## src/rtl/sayeh_mem_if.sv

```systemverilog
// SAYEH memory-bus interface: turns the controller's ReadMem/WriteMem strobes into a
// req/ack memory transaction with programmable wait states, posted writes and a timeout.
module sayeh_mem_if #(
  parameter int          WAIT_STATES    = 0,
  parameter int          TIMEOUT_CYCLES = 64,
  parameter logic [15:0] ERR_DATA       = 16'hFFFF
) (
  input  logic        clk,
  input  logic        ExternalReset,
  input  logic        ReadMem,
  input  logic        WriteMem,
  input  logic [15:0] Address,
  input  logic [15:0] DataBusIn,
  output logic [15:0] DataBusOut,
  output logic        memDataReady,
  output logic        mem_req,
  output logic        mem_we,
  output logic [15:0] mem_addr,
  output logic [15:0] mem_wdata,
  input  logic [15:0] mem_rdata,
  input  logic        mem_ack,
  output logic        bus_err
);

  localparam int WW = 4;
  localparam int TW = $clog2(TIMEOUT_CYCLES + 1);
  localparam logic [WW-1:0] WAIT_LAST = WW'(WAIT_STATES - 1);
  localparam logic [WW-1:0] WAIT_MAX  = {WW{1'b1}};
  localparam logic [TW-1:0] TO_LAST   = TW'(TIMEOUT_CYCLES - 1);
  localparam logic [TW-1:0] TO_MAX    = {TW{1'b1}};

  typedef enum logic [2:0] {
    IDLE    = 3'd0,
    RD_WAIT = 3'd1,
    RD_REQ  = 3'd2,
    RD_DONE = 3'd3,
    WR_WAIT = 3'd4,
    WR_REQ  = 3'd5
  } state_t;

  localparam state_t RD_FIRST = (WAIT_STATES > 0) ? RD_WAIT : RD_REQ;
  localparam state_t WR_FIRST = (WAIT_STATES > 0) ? WR_WAIT : WR_REQ;

  state_t        state, stateNxt;
  logic [WW-1:0] waitCnt, waitCntNxt;
  logic [TW-1:0] toCnt, toCntNxt;
  logic          pendingRd, pendingRdNxt;
  logic [15:0]   addrNxt, wdataNxt, doutNxt;
  logic          weNxt, errNxt;
  logic          errSet, pendSet, pendClr, wrBusy;

  // Next-state and next-output decode.
  always_comb begin
    stateNxt   = state;
    waitCntNxt = waitCnt;
    toCntNxt   = toCnt;
    addrNxt    = mem_addr;
    wdataNxt   = mem_wdata;
    weNxt      = mem_we;
    doutNxt    = DataBusOut;
    errSet     = 1'b0;
    pendSet    = 1'b0;
    pendClr    = 1'b0;
    wrBusy     = (state == WR_WAIT) || (state == WR_REQ);
    case (state)
      IDLE: begin
        waitCntNxt = {WW{1'b0}};
        toCntNxt   = {TW{1'b0}};
        if (WriteMem) begin
          addrNxt  = Address;
          wdataNxt = DataBusIn;
          weNxt    = 1'b1;
          stateNxt = WR_FIRST;
          pendSet  = ReadMem;
          errSet   = ReadMem;
        end else if (ReadMem || pendingRd) begin
          addrNxt  = Address;
          weNxt    = 1'b0;
          stateNxt = RD_FIRST;
          pendClr  = 1'b1;
        end else begin
          stateNxt = IDLE;
        end
      end
      RD_WAIT, WR_WAIT: begin
        if (waitCnt == WAIT_LAST) begin
          stateNxt = (state == RD_WAIT) ? RD_REQ : WR_REQ;
          toCntNxt = {TW{1'b0}};
        end else begin
          waitCntNxt = (waitCnt == WAIT_MAX) ? waitCnt : waitCnt + {{(WW-1){1'b0}}, 1'b1};
        end
      end
      RD_REQ, WR_REQ: begin
        // An ack in the final timeout cycle still completes normally.
        if (mem_ack) begin
          if (state == RD_REQ) begin
            doutNxt  = mem_rdata;
            stateNxt = RD_DONE;
          end else begin
            stateNxt = IDLE;
          end
        end else if (toCnt == TO_LAST) begin
          errSet = 1'b1;
          if (state == RD_REQ) begin
            doutNxt  = ERR_DATA;
            stateNxt = RD_DONE;
          end else begin
            stateNxt = IDLE;
          end
        end else begin
          toCntNxt = (toCnt == TO_MAX) ? toCnt : toCnt + {{(TW-1){1'b0}}, 1'b1};
        end
      end
      RD_DONE: begin
        stateNxt = IDLE;
      end
      default: begin
        stateNxt = IDLE;
      end
    endcase
    pendingRdNxt = (pendingRd & ~pendClr) | pendSet | (wrBusy & ReadMem);
    errNxt       = bus_err | errSet | ((state != IDLE) & WriteMem);
  end

  // State, counters and registered outputs.
  always_ff @(posedge clk) begin
    if (ExternalReset) begin
      state        <= IDLE;
      waitCnt      <= {WW{1'b0}};
      toCnt        <= {TW{1'b0}};
      pendingRd    <= 1'b0;
      DataBusOut   <= 16'h0000;
      memDataReady <= 1'b0;
      mem_req      <= 1'b0;
      mem_we       <= 1'b0;
      mem_addr     <= 16'h0000;
      mem_wdata    <= 16'h0000;
      bus_err      <= 1'b0;
    end else begin
      state        <= stateNxt;
      waitCnt      <= waitCntNxt;
      toCnt        <= toCntNxt;
      pendingRd    <= pendingRdNxt;
      DataBusOut   <= doutNxt;
      memDataReady <= (stateNxt == RD_DONE);
      mem_req      <= (stateNxt == RD_REQ) || (stateNxt == WR_REQ);
      mem_we       <= weNxt;
      mem_addr     <= addrNxt;
      mem_wdata    <= wdataNxt;
      bus_err      <= errNxt;
    end
  end

endmodule

```

## config.mk

```make
export PLATFORM = sky130hd
export DESIGN_NAME = sayeh_mem_if
export DESIGN_NICKNAME = d
export VERILOG_FILES = /design/src/rtl/sayeh_mem_if.sv
export SDC_FILE = /design/constraint.sdc
export NUM_CORES = 1
export LEC_CHECK = 0
export BUFFER_PORTS_ARGS = -buffer_cell sky130_fd_sc_hd__clkbuf_2
export CAP_MARGIN = 20
export CORE_MARGIN = 2
export CORE_UTILIZATION = 51
export DETAILED_ROUTE_END_ITERATION = 10
export GPL_TIMING_DRIVEN = 0
export PLACE_DENSITY = 0.84
export SETUP_SLACK_MARGIN = 0.15
export SLEW_MARGIN = 20
export SYNTH_ARGS = -nofsm -noshare
export SYNTH_HDL_FRONTEND = slang
export SYNTH_SLANG_ARGS = --single-unit
```

## constraint.sdc

```tcl
create_clock -name clk -period 4.9 [get_ports clk]
set_input_delay 0.98 -clock clk [delete_from_list [all_inputs] [get_ports clk]]
set_output_delay 0.98 -clock clk [all_outputs]
set_load 0.01 [all_outputs]
```

==> impl_metrics.json, run 1 <==
{
  "rr_worst_depth": 5,
  "place_area_um2": 3220,
  "vias": 2572,
  "grt_use_total": 0.216,
  "cts.reportedPaths.clkPinSlew_ns": 0.07,
  "rsz0062_at_grt": "false",
  "crit_path_end_kind": "flip-flop",
  "hp-class": "flip-flop to flip-flop",
  "antennaDiodeCount": 0,
  "yosysWarnings": 0,
  "leakagePower_nw": 1.49,
  "dp_hpwl_mm": 4.59,
  "wl_per_cell_um": 13.0,
  "synth_area_um2": 2620,
  "post_cts_buffers": 0,
  "ctsHtreeMaxLevel": 3,
  "layout-drive-gt1-share": 0.333,
  "fin_ws_ns": 2.57,
  "drt_iter0_drc": 106,
  "path_class": "input port to flip-flop",
  "synth_cell_types": 45,
  "synth-edff-count": 0,
  "drt-pass1-iter-count": 4,
  "synth-async-reset-ratio": 0,
  "rrSetupSlack_ns": 2.89,
  "wl_mm": 6.29,
  "final_cells": 484,
  "via_per_inst": 5.31,
  "core_um2": 5040,
  "clock_skew_ns": 0.00797,
  "cp_cell_sequence": "clkbuf_1 > o31ai_1 > clkbuf_1 > nand2_1 > a21oi_1",
  "nets": 467,
  "place_ws_ns": 2.27,
  "synth_seq_area_share": 0.512,
  "die_area_um2": 5730,
  "final_area_um2": 3380,
  "drtAntennaViolNets": 0,
  "cts_root_buffer": "clkbuf_8",
  "syn_area_per_cell_um2": 8.79,
  "worst_pin_slew_ns": 0.844,
  "place.gp.congestion": 0.846,
  "post_cts_resized": 0,
  "cp_slowest_cell": "o31ai_1",
  "synthTopCellsByArea": "dfxtp_1 51%, nand2_1 11%, a21oi_1 7.4%",
  "r2r_end": "DataBusOut[9]$_SDFFE_PP0P_",
  "grt_overflow": 0,
  "die_y_um": 75.7,
  "grt_pass1_wl_mm": 9.40,
  "maxCapViolCount": 0,
  "critPathMaxFanout": 10,
  "rows": 26,
  "holdWs_ns": 0.455,
  "synth_top_area_share": 0.512,
  "synth-main-ff-cell": "dfxtp_1",
  "ir_worst_vdd_mv": 0.224,
  "cts_buffers": 9,
  "port_buffers": 103,
  "status": "finished, final reports clean",
  "most-common-layout-cells": "103 x clkbuf_2, 76 x nand2_1, 67 x dfxtp_1",
  "fin_crit_sh": 0.476,
  "setup_viol": 0,
  "drc": 0,
  "cts_sinks": 67,
  "drv_slew": 0,
  "hold_viol": 0,
  "mostFrequentLayoutCell": "clkbuf_2",
  "clockBufferDepth": 2,
  "synth-seq-cells": 67,
  "required_ns": 5.16,
  "synthesis.nets": 353,
  "ios": 105,
  "grt_max_degree": 11,
  "die_x_um": 75.7,
  "cp_data_arrival_time_ns": 2.59,
  "max_slew_margin": 0.433,
  "powerDensity_nw_per_um2": 377,
  "clk_latency_ns": 0.33,
  "startpoint": "WriteMem",
  "r2r-start": "state[0]$_SDFF_PP0_",
  "initial_core_util": 0.520,
  "hold_path_depth": 2,
  "cts_tree": "built",
  "setup-tns-final_ns": 0,
  "grt_pass1_vias": 2215,
  "cp_common_cell": "clkbuf_1",
  "max_freq_ghz": 0.429,
  "min_period_ns": 2.33,
  "dpl.cell_count": 471,
  "syn_to_final_growth_pct": 28.9,
  "start_kind": "input port",
  "endpoint": "mem_addr[10]$_SDFFE_PP0P_",
  "antenna_found_initial": 0,
  "yosys.area.top_type": "dfxtp_1",
  "syn_inst": 298,
  "ctsHoldBuffers": 0,
  "cpPeakStageDelay_ns": 0.77
}
where the power goes:
group | switching (mW) | internal (mW) | leakage, nW
sequential | 0.0269 | 0.592 | 0.547
clock | 0.187 | 0.187 | 0.0799
combinational | 0.164 | 0.116 | 0.865
total | 0.378 | 0.896 | 1.49
critical path: cells and delay by family:
kind	cells	cell delay (ns)
and+or+nand+nor	1	0.11
buffers and inverters	2	0.58
AOI/OAI and AO/OA	2	0.93
logic make-up after synthesis:
kind of cell	count (synthesis)	synth area share
simple gates	122	0.211
fa+ha+maj	3	0.0134
flops	67	0.512
xor+xnor	3	0.0100
compound gates	79	0.213
buf+inv	24	0.0411
layout make-up:
type / count / area (um2)
Buffer: 20 / 92.6
Clock buffer: 10 / 138
Clock inverter: 3 / 17.5
Fill cell: 445 / 1660
Inverter: 4 / 15.0
Multi-Input combinational cell: 207 / 1170
Sequential cell: 67 / 1340
Tap cell: 70 / 87.6
Timing Repair Buffer: 103 / 515
how the worst min path moves through the flow:
stage | slack (ns) | to | from
4_1_cts | 0.46 | mem_addr[14]$_SDFFE_PP0P_ | mem_addr[14]$_SDFFE_PP0P_
3_3_place_gp | 0.44 | mem_addr[13]$_SDFFE_PP0P_ | mem_addr[13]$_SDFFE_PP0P_
2_1_floorplan | 0.43 | toCnt[6]$_SDFFE_PP0P_ | toCnt[6]$_SDFFE_PP0P_
6_report | 0.46 | mem_addr[14]$_SDFFE_PP0P_ | mem_addr[14]$_SDFFE_PP0P_
3_5_place_dp | 0.45 | mem_addr[14]$_SDFFE_PP0P_ | mem_addr[14]$_SDFFE_PP0P_
5_1_grt | 0.48 | mem_addr[4]$_SDFFE_PP0P_ | mem_addr[4]$_SDFFE_PP0P_
synth_stat cells, drive strengths merged (2+ instances only):
cell type / count
nand3: 4
or4b: 2
nor3: 8
and3: 4
o41ai: 2
xor2: 2
inv: 3
nand2: 76
ha: 2
or3: 3
a21oi: 39
o221a: 17
a221oi: 2
clkbuf: 15
nor2: 13
buf: 5
o31ai: 2
o211ai: 3
nand4b: 3
dfxtp: 67
o22ai: 3
a31oi: 3
layer usage:
metal | global-route usage | share of wire | routed length [um]
met2 | 0.371 | 0.51 | 3230
met1 | 0.257 | 0.43 | 2680
met4 | 0.0721 | 0.0048 | 30
met3 | 0.0688 | 0.055 | 349
met5 | 0 | 0 | 0
per-stage QoR:
stage | total power, mW | util
floorplan | 0.809 | -
global placement | 0.901 | 0.639
detailed placement | 0.910 | 0.639
CTS | 1.28 | 0.670
global route | 1.35 | 0.670
finish | 1.27 | 0.670
sequential cells by signal (all words and copies together) (netlist names):
signal / count
waitCnt: 4
bus_err: 1
pendingRd: 1
mem_we: 1
state: 3
mem_req: 1
DataBusOut: 16
mem_wdata: 16
mem_addr: 16
memDataReady: 1
toCnt: 7
Note: power is estimated with default switching activity, not from simulation.
==> run 2, diff against run 1 <==
--- a/config.mk
+++ b/config.mk
@@ -5,13 +5,14 @@
 export SDC_FILE = /design/constraint.sdc
 export NUM_CORES = 1
 export LEC_CHECK = 0
+export ABC_AREA = 1
 export BUFFER_PORTS_ARGS = -buffer_cell sky130_fd_sc_hd__clkbuf_2
 export CAP_MARGIN = 20
 export CORE_MARGIN = 2
-export CORE_UTILIZATION = 51
+export CORE_UTILIZATION = 49
 export DETAILED_ROUTE_END_ITERATION = 10
 export GPL_TIMING_DRIVEN = 0
-export PLACE_DENSITY = 0.84
+export PLACE_DENSITY = 0.8
 export SETUP_SLACK_MARGIN = 0.15
 export SLEW_MARGIN = 20
 export SYNTH_ARGS = -nofsm -noshare
==> constraint.sdc (replaced) <==
create_clock -name clk -period 2.3 [get_ports clk]
set_input_delay 0.46 -clock clk [delete_from_list [all_inputs] [get_ports clk]]
set_output_delay 0.46 -clock clk [all_outputs]
set_load 0.01 [all_outputs]
==> run 2 against run 1 <==
Global-route usage shrank 0.17 points. Clock power grew to 2.8 times the previous value. Cell count grew 18%. Non-clock buffer count shrank 6. Largest power group unchanged. Worst hold slack lost 0.11 ns. Total power grew to 2.6 times the previous value. Utilization shrank 1.4 points. Synthesized area grew 7.4%. Synthesized cell count grew 28%. Clock-buffer cell count grew 1.
==> impl_metrics.json, run 2 <==
{
  "syn_area_per_cell_um2": 7.39,
  "dp_hpwl_mm": 4.72,
  "drc": 0,
  "ctsHtreeMaxLevel": 3,
  "place_ws_ns": 0.704,
  "powerDensity_nw_per_um2": 895,
  "port_buffers": 104,
  "rsz0062_at_grt": "false",
  "clockBufferDepth": 2,
  "cp_cell_sequence": "ha_1 > nand3_1 > nand3_2 > nand3_2 > nor2_2 > nand2_1 > nand2_1 > nor2_1",
  "r2r_end": "toCnt[1]$_SDFFE_PP0P_",
  "startpoint": "waitCnt[0]$_SDFFE_PP0P_",
  "cts_sinks": 67,
  "synth_area_um2": 2820,
  "cp_num_cells": 8,
  "syn_to_final_growth_pct": 29.1,
  "place_area_um2": 3430,
  "worst_pin_slew_ns": 0.572,
  "vias": 2782,
  "crit_family": "simple AND/OR/NAND/NOR gates",
  "nets": 551,
  "cp_num_buf_inv": 0,
  "cts.reportedPaths.clkPinSlew_ns": 0.07,
  "hold_viol": 0,
  "cts_root_buffer": "clkbuf_8",
  "fillers": 509,
  "holdWs_ns": 0.341,
  "synth_top_area_share": 0.476,
  "post_cts_buffers": 0,
  "post_cts_resized": 0,
  "reg_top3": "DataBusOut (16), mem_addr (16), mem_wdata (16)",
  "ios": 105,
  "ctsHoldBuffers": 0,
  "status": "finished, final reports clean",
  "drt-pass1-iter-count": 4,
  "max_freq_ghz": 0.633,
  "synth_commonest_cells": "117 x nor2_1, 67 x dfxtp_1, 52 x nand2_1",
  "cts_tree": "built",
  "yosysWarnings": 0,
  "layout-drive-gt1-share": 0.303,
  "dpl.cell_count": 557,
  "rows": 27,
  "fin_crit_sh": 0.687,
  "min_period_ns": 1.58,
  "drt_iter0_drc": 81,
  "rr_worst_depth": 8,
  "synth-seq-cells": 67,
  "ir_worst_vdd_mv": 0.627,
  "antennaDiodeCount": 0,
  "most-common-layout-cells": "117 x nor2_1, 105 x clkbuf_2, 67 x dfxtp_1",
  "max_slew_margin": 0.619,
  "finish.utilization": 0.656,
  "hp-class": "input port to flip-flop",
  "endpoint": "toCnt[1]$_SDFFE_PP0P_",
  "clock_skew_ns": 0.00421,
  "synthTopCellsByArea": "dfxtp_1 48%, nor2_1 16%, o21ai_0 7.6%",
  "place.gp.congestion": 0.826,
  "leakagePower_nw": 1.81,
  "hold_path_depth": 2,
  "fin_ws_ns": 0.719,
  "maxCapViolCount": 0,
  "drv_slew": 0,
  "initial_core_util": 0.508,
  "total_power_mw": 3.25,
  "synth-main-ff-cell": "dfxtp_1",
  "yosys.area.top_type": "dfxtp_1",
  "synth-async-reset-ratio": 0,
  "die_x_um": 79.8,
  "grt_pass1_wl_mm": 10.9,
  "start_kind": "flip-flop",
  "crit_path_end_kind": "flip-flop",
  "grt_use_total": 0.215,
  "wl_per_cell_um": 11.2,
  "setup-tns-final_ns": 0,
  "rrSetupSlack_ns": 0.72,
  "synth-edff-count": 0,
  "synth_seq_area_share": 0.476,
  "die_y_um": 79.8,
  "die_area_um2": 6370,
  "grt_pass1_vias": 2614,
  "final_cells": 573,
  "synth_cell_types": 30,
  "cp_data_arrival_time_ns": 1.78,
  "syn_inst": 381,
  "r2r-start": "waitCnt[0]$_SDFFE_PP0P_",
  "core_um2": 5540,
  "cpPeakStageDelay_ns": 0.38,
  "setup_viol": 0,
  "yosysMostFrequentCell": "nor2_1",
  "clk_latency_ns": 0.33,
  "cts_buffers": 9,
  "cp_slowest_cell": "dfxtp_1",
  "wl_mm": 6.41,
  "grt_max_degree": 12,
  "antenna_found_initial": 0,
  "synthesis.nets": 436,
  "grt_overflow": 0,
  "drtAntennaViolNets": 0,
  "via_per_inst": 4.86,
  "critPathMaxFanout": 7,
  "final_area_um2": 3630,
  "required_ns": 2.50,
  "mostFrequentLayoutCell": "nor2_1",
  "path_class": "flip-flop to flip-flop"
}
run 2: worst min path at each step:
stage	slack, ns	from	to
5_1_grt	0.34	ExternalReset	toCnt[2]$_SDFFE_PP0P_
4_1_cts	0.33	ExternalReset	toCnt[2]$_SDFFE_PP0P_
6_report	0.34	ExternalReset	toCnt[2]$_SDFFE_PP0P_
3_3_place_gp	0.45	DataBusOut[1]$_SDFFE_PP0P_	DataBusOut[1]$_SDFFE_PP0P_
3_5_place_dp	0.45	mem_we$_SDFFE_PP0P_	mem_we$_SDFFE_PP0P_
2_1_floorplan	0.46	waitCnt[1]$_SDFFE_PP0P_	waitCnt[1]$_SDFFE_PP0P_
run 2: layout make-up:
cell class	instances	area (um2)	area share
multi-input combinational	274	1290	0.355
tap	72	90.1	0.0248
timing repair buffer	104	520	0.143
clock inverter	5	77.6	0.0213
inverter	27	104	0.0286
clock buffer	11	131	0.0361
buffer	13	81.3	0.0224
sequential	67	1340	0.369
run 2: kinds of logic after synthesis:
family / synth area share
adder cells (fa/ha/maj): 0.00889
flip-flops: 0.476
buffers and inverters: 0.0658
XOR/XNOR: 0.00934
AND/OR/NAND/NOR: 0.291
AO/OA/AOI/OAI: 0.148
run 2: power by group:
| part | internal, mW | switching (mW) | leakage (nW) |
|---|---|---|---|
| clock network | 0.608 | 0.429 | 0.103 |
| logic | 0.309 | 0.504 | 1.16 |
| registers | 1.32 | 0.0869 | 0.550 |
| total | 2.23 | 1.02 | 1.81 |
run 2: layer usage:
layer,global-route usage,share of wire
met1,0.270,0.45
met2,0.351,0.46
met3,0.0543,0.069
met4,0.0881,0.015
met5,0,0
